`src/rtl/fifo_arb_pkg.sv`:
```
// Shared definitions for the FIFO write-port arbiter.
//   arb_state_t : arbiter FSM state (IDLE, GRANT)
//   idw_f       : width of a requester index for a given requester count
//   bcw_f       : width of a burst counter able to hold 0..max_burst
package fifo_arb_pkg;

  typedef enum logic {
    IDLE  = 1'b0,
    GRANT = 1'b1
  } arb_state_t;

  function automatic int idw_f(input int nreq);
    return (nreq < 2) ? 1 : $clog2(nreq);
  endfunction

  function automatic int bcw_f(input int max_burst);
    return $clog2(max_burst + 1);
  endfunction

endpackage

```
`src/rtl/rr_pick.sv`:
```
// Combinational round-robin picker.
// Searches req[] upward (modulo NREQ) starting at last+1 and returns the
// first set index.
//   req   : in  NREQ  request vector
//   last  : in  IDW   most recently served index
//   found : out 1     at least one request bit is set
//   idx   : out IDW   chosen index (equals last when nothing is found)
module rr_pick
  import fifo_arb_pkg::*;
#(
  parameter int NREQ = 4,
  localparam int IDW = idw_f(NREQ)
) (
  input  logic [NREQ-1:0] req,
  input  logic [IDW-1:0]  last,
  output logic            found,
  output logic [IDW-1:0]  idx
);

  // cand[k] is the index examined at search distance k+1 from last.
  logic [IDW-1:0]  cand [NREQ];
  logic [NREQ-1:0] hit;

  genvar gi;
  generate
    for (gi = 0; gi < NREQ; gi++) begin : g_cand
      assign cand[gi] = IDW'((int'(last) + 1 + gi) % NREQ);
      assign hit[gi]  = req[cand[gi]];
    end
  endgenerate

  // Walk from the far end back so the nearest hit wins.
  always_comb begin
    found = 1'b0;
    idx   = last;
    for (int k = NREQ - 1; k >= 0; k--) begin
      if (hit[k]) begin
        found = 1'b1;
        idx   = cand[k];
      end
    end
  end

endmodule

```
`src/rtl/fifo_wr_arbiter.sv`:
```
// Round-robin arbiter sharing one FIFO write port among NREQ producers.
// A winner holds the port for up to MAX_BURST accepted words; every word
// written is tagged with the source index in its upper bits.
//   clk          : in  1                clock
//   nrst         : in  1                synchronous active-low reset
//   req_valid    : in  NREQ             per-requester valid
//   req_data     : in  NREQ*DATA_WIDTH  payloads, requester i at [i*DATA_WIDTH +: DATA_WIDTH]
//   req_ready    : out NREQ             per-requester ready, one-hot or zero
//   fifo_full    : in  1                FIFO full flag
//   fifo_w_en    : out 1                FIFO write enable
//   fifo_data_in : out IDW+DATA_WIDTH   {grant_id, payload}
//   grant_id     : out IDW              current (or last) granted requester
//   busy         : out 1                high while a grant is active
module fifo_wr_arbiter
  import fifo_arb_pkg::*;
#(
  parameter int NREQ       = 4,
  parameter int DATA_WIDTH = 8,
  parameter int MAX_BURST  = 4,
  localparam int IDW = idw_f(NREQ),
  localparam int BCW = bcw_f(MAX_BURST)
) (
  input  logic                       clk,
  input  logic                       nrst,
  input  logic [NREQ-1:0]            req_valid,
  input  logic [NREQ*DATA_WIDTH-1:0] req_data,
  output logic [NREQ-1:0]            req_ready,
  input  logic                       fifo_full,
  output logic                       fifo_w_en,
  output logic [IDW+DATA_WIDTH-1:0]  fifo_data_in,
  output logic [IDW-1:0]             grant_id,
  output logic                       busy
);

  arb_state_t     state_reg, state_next;
  logic [IDW-1:0] grant_reg, grant_next;
  logic [IDW-1:0] last_reg, last_next;
  logic [BCW-1:0] burst_reg, burst_next;

  logic                  pick_found;
  logic [IDW-1:0]        pick_idx;
  logic                  granted_valid;
  logic [DATA_WIDTH-1:0] granted_data;
  logic                  ready_bit;
  logic                  accept;

  rr_pick #(
    .NREQ (NREQ)
  ) u_pick (
    .req   (req_valid),
    .last  (last_reg),
    .found (pick_found),
    .idx   (pick_idx)
  );

  assign granted_valid = req_valid[grant_reg];
  assign granted_data  = req_data[grant_reg*DATA_WIDTH +: DATA_WIDTH];

  always_ff @(posedge clk) begin
    if (!nrst) begin
      state_reg <= IDLE;
      grant_reg <= '0;
      last_reg  <= IDW'(NREQ - 1);   // requester 0 searched first after reset
      burst_reg <= '0;
    end else begin
      state_reg <= state_next;
      grant_reg <= grant_next;
      last_reg  <= last_next;
      burst_reg <= burst_next;
    end
  end

  always_comb begin
    state_next = state_reg;
    grant_next = grant_reg;
    last_next  = last_reg;
    burst_next = burst_reg;
    req_ready  = '0;
    ready_bit  = 1'b0;
    accept     = 1'b0;
    case (state_reg)
      IDLE: begin
        if (pick_found) begin
          grant_next = pick_idx;
          burst_next = '0;
          state_next = GRANT;
        end
      end
      GRANT: begin
        // Ready is held low during reset so a handshake in the reset cycle
        // never turns into a FIFO write.
        ready_bit            = !fifo_full && nrst;
        req_ready[grant_reg] = ready_bit;
        accept               = granted_valid && ready_bit;
        if (accept) begin
          burst_next = burst_reg + 1'b1;
        end
        // A full FIFO stalls the burst but keeps the grant; only a dropped
        // valid or the final beat of the burst releases it.
        if (!granted_valid || (accept && burst_reg == BCW'(MAX_BURST - 1))) begin
          state_next = IDLE;
          last_next  = grant_reg;
        end
      end
      default: begin
        state_next = IDLE;
      end
    endcase
  end

  assign fifo_w_en    = accept;
  assign fifo_data_in = {grant_reg, granted_data};
  assign grant_id     = grant_reg;
  assign busy         = (state_reg == GRANT);

endmodule

```
`config.mk`:
```
export PLATFORM = sky130hd
export DESIGN_NAME = fifo_wr_arbiter
export DESIGN_NICKNAME = d
export VERILOG_FILES = /design/src/rtl/fifo_arb_pkg.sv /design/src/rtl/rr_pick.sv /design/src/rtl/fifo_wr_arbiter.sv
export SDC_FILE = /design/constraint.sdc
export NUM_CORES = 1
export LEC_CHECK = 0
export BUFFER_PORTS_ARGS = -buffer_cell sky130_fd_sc_hd__buf_2
export CORE_MARGIN = 3
export CORE_UTILIZATION = 40
export DETAILED_ROUTE_END_ITERATION = 12
export PLACE_DENSITY = 0.8
export SLEW_MARGIN = 20
export SYNTH_ARGS = -nofsm -noshare
export SYNTH_HDL_FRONTEND = slang
export SYNTH_SLANG_ARGS = --single-unit
```
`constraint.sdc`:
```
create_clock -name clk -period 3.31 [get_ports clk]
set_input_delay 0.4965 -clock clk [delete_from_list [all_inputs] [get_ports clk]]
set_output_delay 0.4965 -clock clk [all_outputs]
set_load 0.02 [all_outputs]
```
# Word level (Yosys, flattened, before mapping)
# Cells that the tools add are included.
# W data, S select, Z words.
# op_classes
n_eq_ne	3
n_bitwise	2
n_addsub	5
n_shift	1
mux	28
reduce_logical	10
order_cmp	6
# op_table
op	n
$shiftx A32 B6 Y8	1
$lt A2 B3 Y1 const B	5
$mux W1	13
$bmux W1 S2	5
$mux W2	4
$mux W3	2
$pmux W3 S2	1
$reduce_and A2 Y1	3
$add A2 B1 Y2 const B	2
$add A2 B2 Y2 const B	2
$and A4 B4 Y4	1
$logic_and A1 B1 Y1	4
$mux W4	1
$add A3 B1 Y3 const B	1
$eq A3 B2 Y1 const B	1
$demux W1 S2	1
$ge A2 B1 Y1 const B	1
$logic_not A1 Y1	2
$ne A2 B1 Y1 const B	1
$ne A2 B2 Y1 const B	1
$pmux W1 S2	1
$logic_or A1 B1 Y1	1
$not A1 Y1	1
# word_totals
elab_cells	59
out_inout_bits	18
in_bits	39
reg_bits	8

# Longest topological paths before layout
# logic_depth
word_depth	10
mapped_depth	6
mapped_depth_nobuf	6

# By module
# A second synthesis with hierarchy kept.
# unflattened
hier_cells	75
area_unflattened_um2	753.2
# modules_own_cells
module	cells_per_inst	area_each_um2	seq_area_each_um2	n_inst
fifo_wr_arbiter	62	674.4	160.2	1
rr_pick	13	78.8	0.0	1

# Least setup slack after synthesis
# Ideal clock, no wire load.
# synth_path
path_type	register -> output
startpoint	register grant_reg[0] (netlist: grant_id[0])
endpoint	output fifo_data_in[2]
n_path_buf	2
required_time_ns	2.813
slack_ns	1.384
arrival_ns	1.429
path_stages_with_launch	4
cell_sequence	dfxtp_1 > buf_6 > buf_2 > mux4_2
# synth_between
elab_chain_cells	1
# synth_lines
element	line_no	rtl
start: declaration	fifo_wr_arbiter.sv:36	logic [IDW-1:0] grant_reg, grant_next;
start signal: assignment	fifo_wr_arbiter.sv:67	grant_reg <= grant_next;
$shiftx A32 B6 Y8	fifo_wr_arbiter.sv:57	assign granted_data = req_data[grant_reg*DATA_WIDTH +: DATA_WIDTH];
end: declaration	fifo_wr_arbiter.sv:30	output logic [IDW+DATA_WIDTH-1:0] fifo_data_in,
# No other way between the ends.

# Final worst setup path
# layout_path
startpoint	register grant_reg[0] (netlist: grant_id[0])
endpoint	output fifo_data_in[0]
# The elaborated chain is that of the path after synthesis.

==> flow_summary_export.csv <==
group,metric,value,unit
floorplan,io-pin-count,57,
finish,nNetsFinal,176,
global_routing,grt_max_degree,20,
sta,rsz0062_at_grt,"no",
global_routing,grt_pass1_vias,799,
logic_synthesis,synth_top_family_by_area,"multiplexers",
finish,antenna_cells,0,
logic_synthesis,synth_nets,121,
route,num_vias,835,
power,clockPowerShare,21.3,%
logic_synthesis,synth-compound-area-share,13.11,%
logic_synthesis,synth_xor_area_share,0,%
clock_network,cts_tree,"built",
worst_setup_path,reg2reg_from,"grant_id[1]",
global_routing,antenna_found_initial,0,
worst_setup_path,crit_type,"reg -> out",
clock_network,cts.sinks,8,
power,fin_total_pwr,0.3547,mW
sta,setup_tns,0,ns
placed_design,place_ws,1.305,ns
global_routing,overflow,0,
placed_design,dp_hpwl,1.749,mm
route,routed_wl,2.113,mm
power,p_sw_share,36.60,%
sta,maxSlewHeadroom,57.15,%
power,seqPwrFrac,34.0,%
logic_synthesis,synthAdderAreaFrac,3.236,%
sta,final.setup_skew,0.005229,ns
sta,timing.hold.ws,0.4747,ns
power,power-per-cell-area,332.3,nW/um2
sta,setup-violations-final,0,
sta,fmax,0.4411,GHz
power,peakVddDrop,0.0001761,V
power,power_frac_comb,44.7,%
run_status,status,"completed",
floorplan,rows,15,
route,wl_per_cell,13.37,um
worst_setup_path,rrSetupSlack,1.74,ns
worst_setup_path,critPathCapture,"fifo_data_in[0]",
placed_design,io_buffers,56,
logic_synthesis,synth.cell_area,773.2,um2
logic_synthesis,synth_area_per_cell,9.666,um2
power,p_sw,0.1298,mW
placed_design,place_area,1045,um2
clock_network,cts_hold_buf,0,
logic_synthesis,syn_inst,80,
worst_setup_path,cp.arrival,1.77,ns
finish,fin_cells,158,
route,drc,0,
sta,worst_slack,1.043,ns
floorplan,core-area,1783,um2
finish,syn_to_final_growth,38.03,%
finish,utilization,59.86,%
clock_network,cts_resized,0,
clock_network,cts_root_buf,"clkbuf_4",
worst_setup_path,worstRegToRegCells,4,
clock_network,numCtsBuffers,3,
route,via_per_inst,5.285,
worst_setup_path,required,2.81,ns
hold_path,hold_class,"reg -> reg",
logic_synthesis,synth_cell_types,35,
worst_setup_path,endpoint_kind,"output pin",
logic_synthesis,synth-seq-cells,8,
clock_network,postCtsSetupRepairBufs,0,
finish,drive_gt1_share,54.14,%
finish,fillers,150,
sta,fin_crit_sh,68.49,%
clock_network,htree_levels,1,
floorplan,start_util,43.37,%
route,drtIter0Drc,12,
power,power.leakage,0.5064,nW
clock_network,clk_pin_slew,0.06,ns
sta,period_minus_slack,2.267,ns
power,p_int,0.2249,mW
worst_setup_path,start_kind,"flop",
sta,worst_slew_pin_slew,0.6419,ns
global_routing,grt_pass1_wl,3.215,mm
worst_setup_path,setup.worst_path.start,"grant_id[0]",
finish,design_area,1067,um2
floorplan,die_w,49.97,um
route,drtPass1Iterations,4,
logic_synthesis,synthSimpleGateAreaFrac,22.98,%
sta,drv_slew,0,
logic_synthesis,yosysWarningCount,0,
placed_design,place_inst,155,
flow_run,drv_cap,0,
finish,largest_reg_flops,3,
worst_setup_path,r2r-end,"burst_reg[0]",
worst_setup_path,crit_fanout,13,
route,antenna_left,0,
clock_network,clockBufferDepth,2,
logic_synthesis,synthMuxAreaShare,32.36,%
global_routing,grt.total_usage,16.53,%
floorplan,dieArea,2497,um2
logic_synthesis,synth_seq_area_share,20.71,%
clock_network,insertion_delay,0.25,ns
sta,finalHoldViolCount,0,
floorplan,die_h,49.97,um
placed_design,gp_congestion,0.7554,
## critical path: stages (launching register included)
cell and delay (ns):
dfxtp_1 0.48, buf_4 0.27, mux4_1 0.58, buf_2 0.18
## synth_stat cells (all sizes together)
library cell  instances  area (um2)
mux4                  9       217.7
mux2                  2       22.52
nand3b                1       7.510
and3b                 1       8.760
buf                   5       36.28
mux2i                 1       10.01
nor2b                 1       6.260
a221oi                1       8.760
dfxtp                 8       160.2
a21oi                 3       15.01
a21boi                2       15.01
and3                  1       6.260
nand3                 3       15.01
nor4                  1       6.260
nand4b                1       8.760
clkbuf                2       11.26
inv                   3       11.26
nor2                  3       11.26
nand2                 8       32.54
o21ai                 7       38.79
o221ai                1       8.760
o211ai                2       15.01
nand2b                6       37.54
nor3                  1       5.000
ha                    2       25.02
nor3b                 1       7.510
or2                   2       12.51
nand4                 2       12.51
## power groups by stage
| stage | Combinational (mW) | Clock [mW] | Sequential [mW] |
|---|---|---|---|
| floorplan | 0.114 | 0 | 0.118 |
| global placement | 0.157 | 0 | 0.121 |
| detailed placement | 0.159 | 0 | 0.122 |
| CTS | 0.160 | 0.0774 | 0.120 |
| global route | 0.170 | 0.0849 | 0.122 |
| finish | 0.158 | 0.0754 | 0.121 |
## how the worst min path moves through the flow
| stage | startpoint | to | slack [ns] | cells past startpoint |
|---|---|---|---|---|
| floorplan | burst_reg[2] | burst_reg[2] | 0.45 | 2 |
| CTS | burst_reg[1] | burst_reg[1] | 0.48 | 2 |
| global placement | burst_reg[1] | burst_reg[1] | 0.47 | 2 |
| detailed placement | burst_reg[1] | burst_reg[1] | 0.47 | 2 |
| global route | burst_reg[1] | burst_reg[1] | 0.52 | 2 |
| finish | burst_reg[1] | burst_reg[1] | 0.47 | 2 |
## placed cells by master, fill, tap and decap left out, drive strengths merged, types with 2 or more instances in the layout
cell type and count:
a21oi 3, mux2 2, nand2 8, o21ai 7, a21boi 2, inv 3
nor2 3, buf 57, o211ai 2, dfxtp 8, mux4 9, clkbuf 3
nand4 2, nand2b 6, ha 2, nand3 3, or2 2
## layout make-up
cell class	count	area (um2)	share of cell area, %
Timing Repair Buffer	57	287.8	26.96
Sequential cell	8	160.2	15.01
Clock buffer	3	22.52	2.110
Tap cell	25	31.28	2.931
Multi-Input combinational cell	62	554.3	51.93
Inverter	3	11.26	1.055
## metal layers
metal / global-route usage (%) / up-vias / share of wire, %
met5: 0 / - / 0
met4: 5.530 / 0 / 0.71
met3: 3.625 / 2 / 6.5
met2: 33.26 / 32 / 55
met1: 16.07 / 388 / 37
li1: - / 413 / -
## cell families after synthesis
kind of cell / after synthesis
AND/OR/NAND/NOR: 32
AO/OA/AOI/OAI: 16
multiplexers: 12
buffers and inverters: 10
flip-flops: 8
adder cells (fa/ha/maj): 2
(Power assumes the default switching activity.)
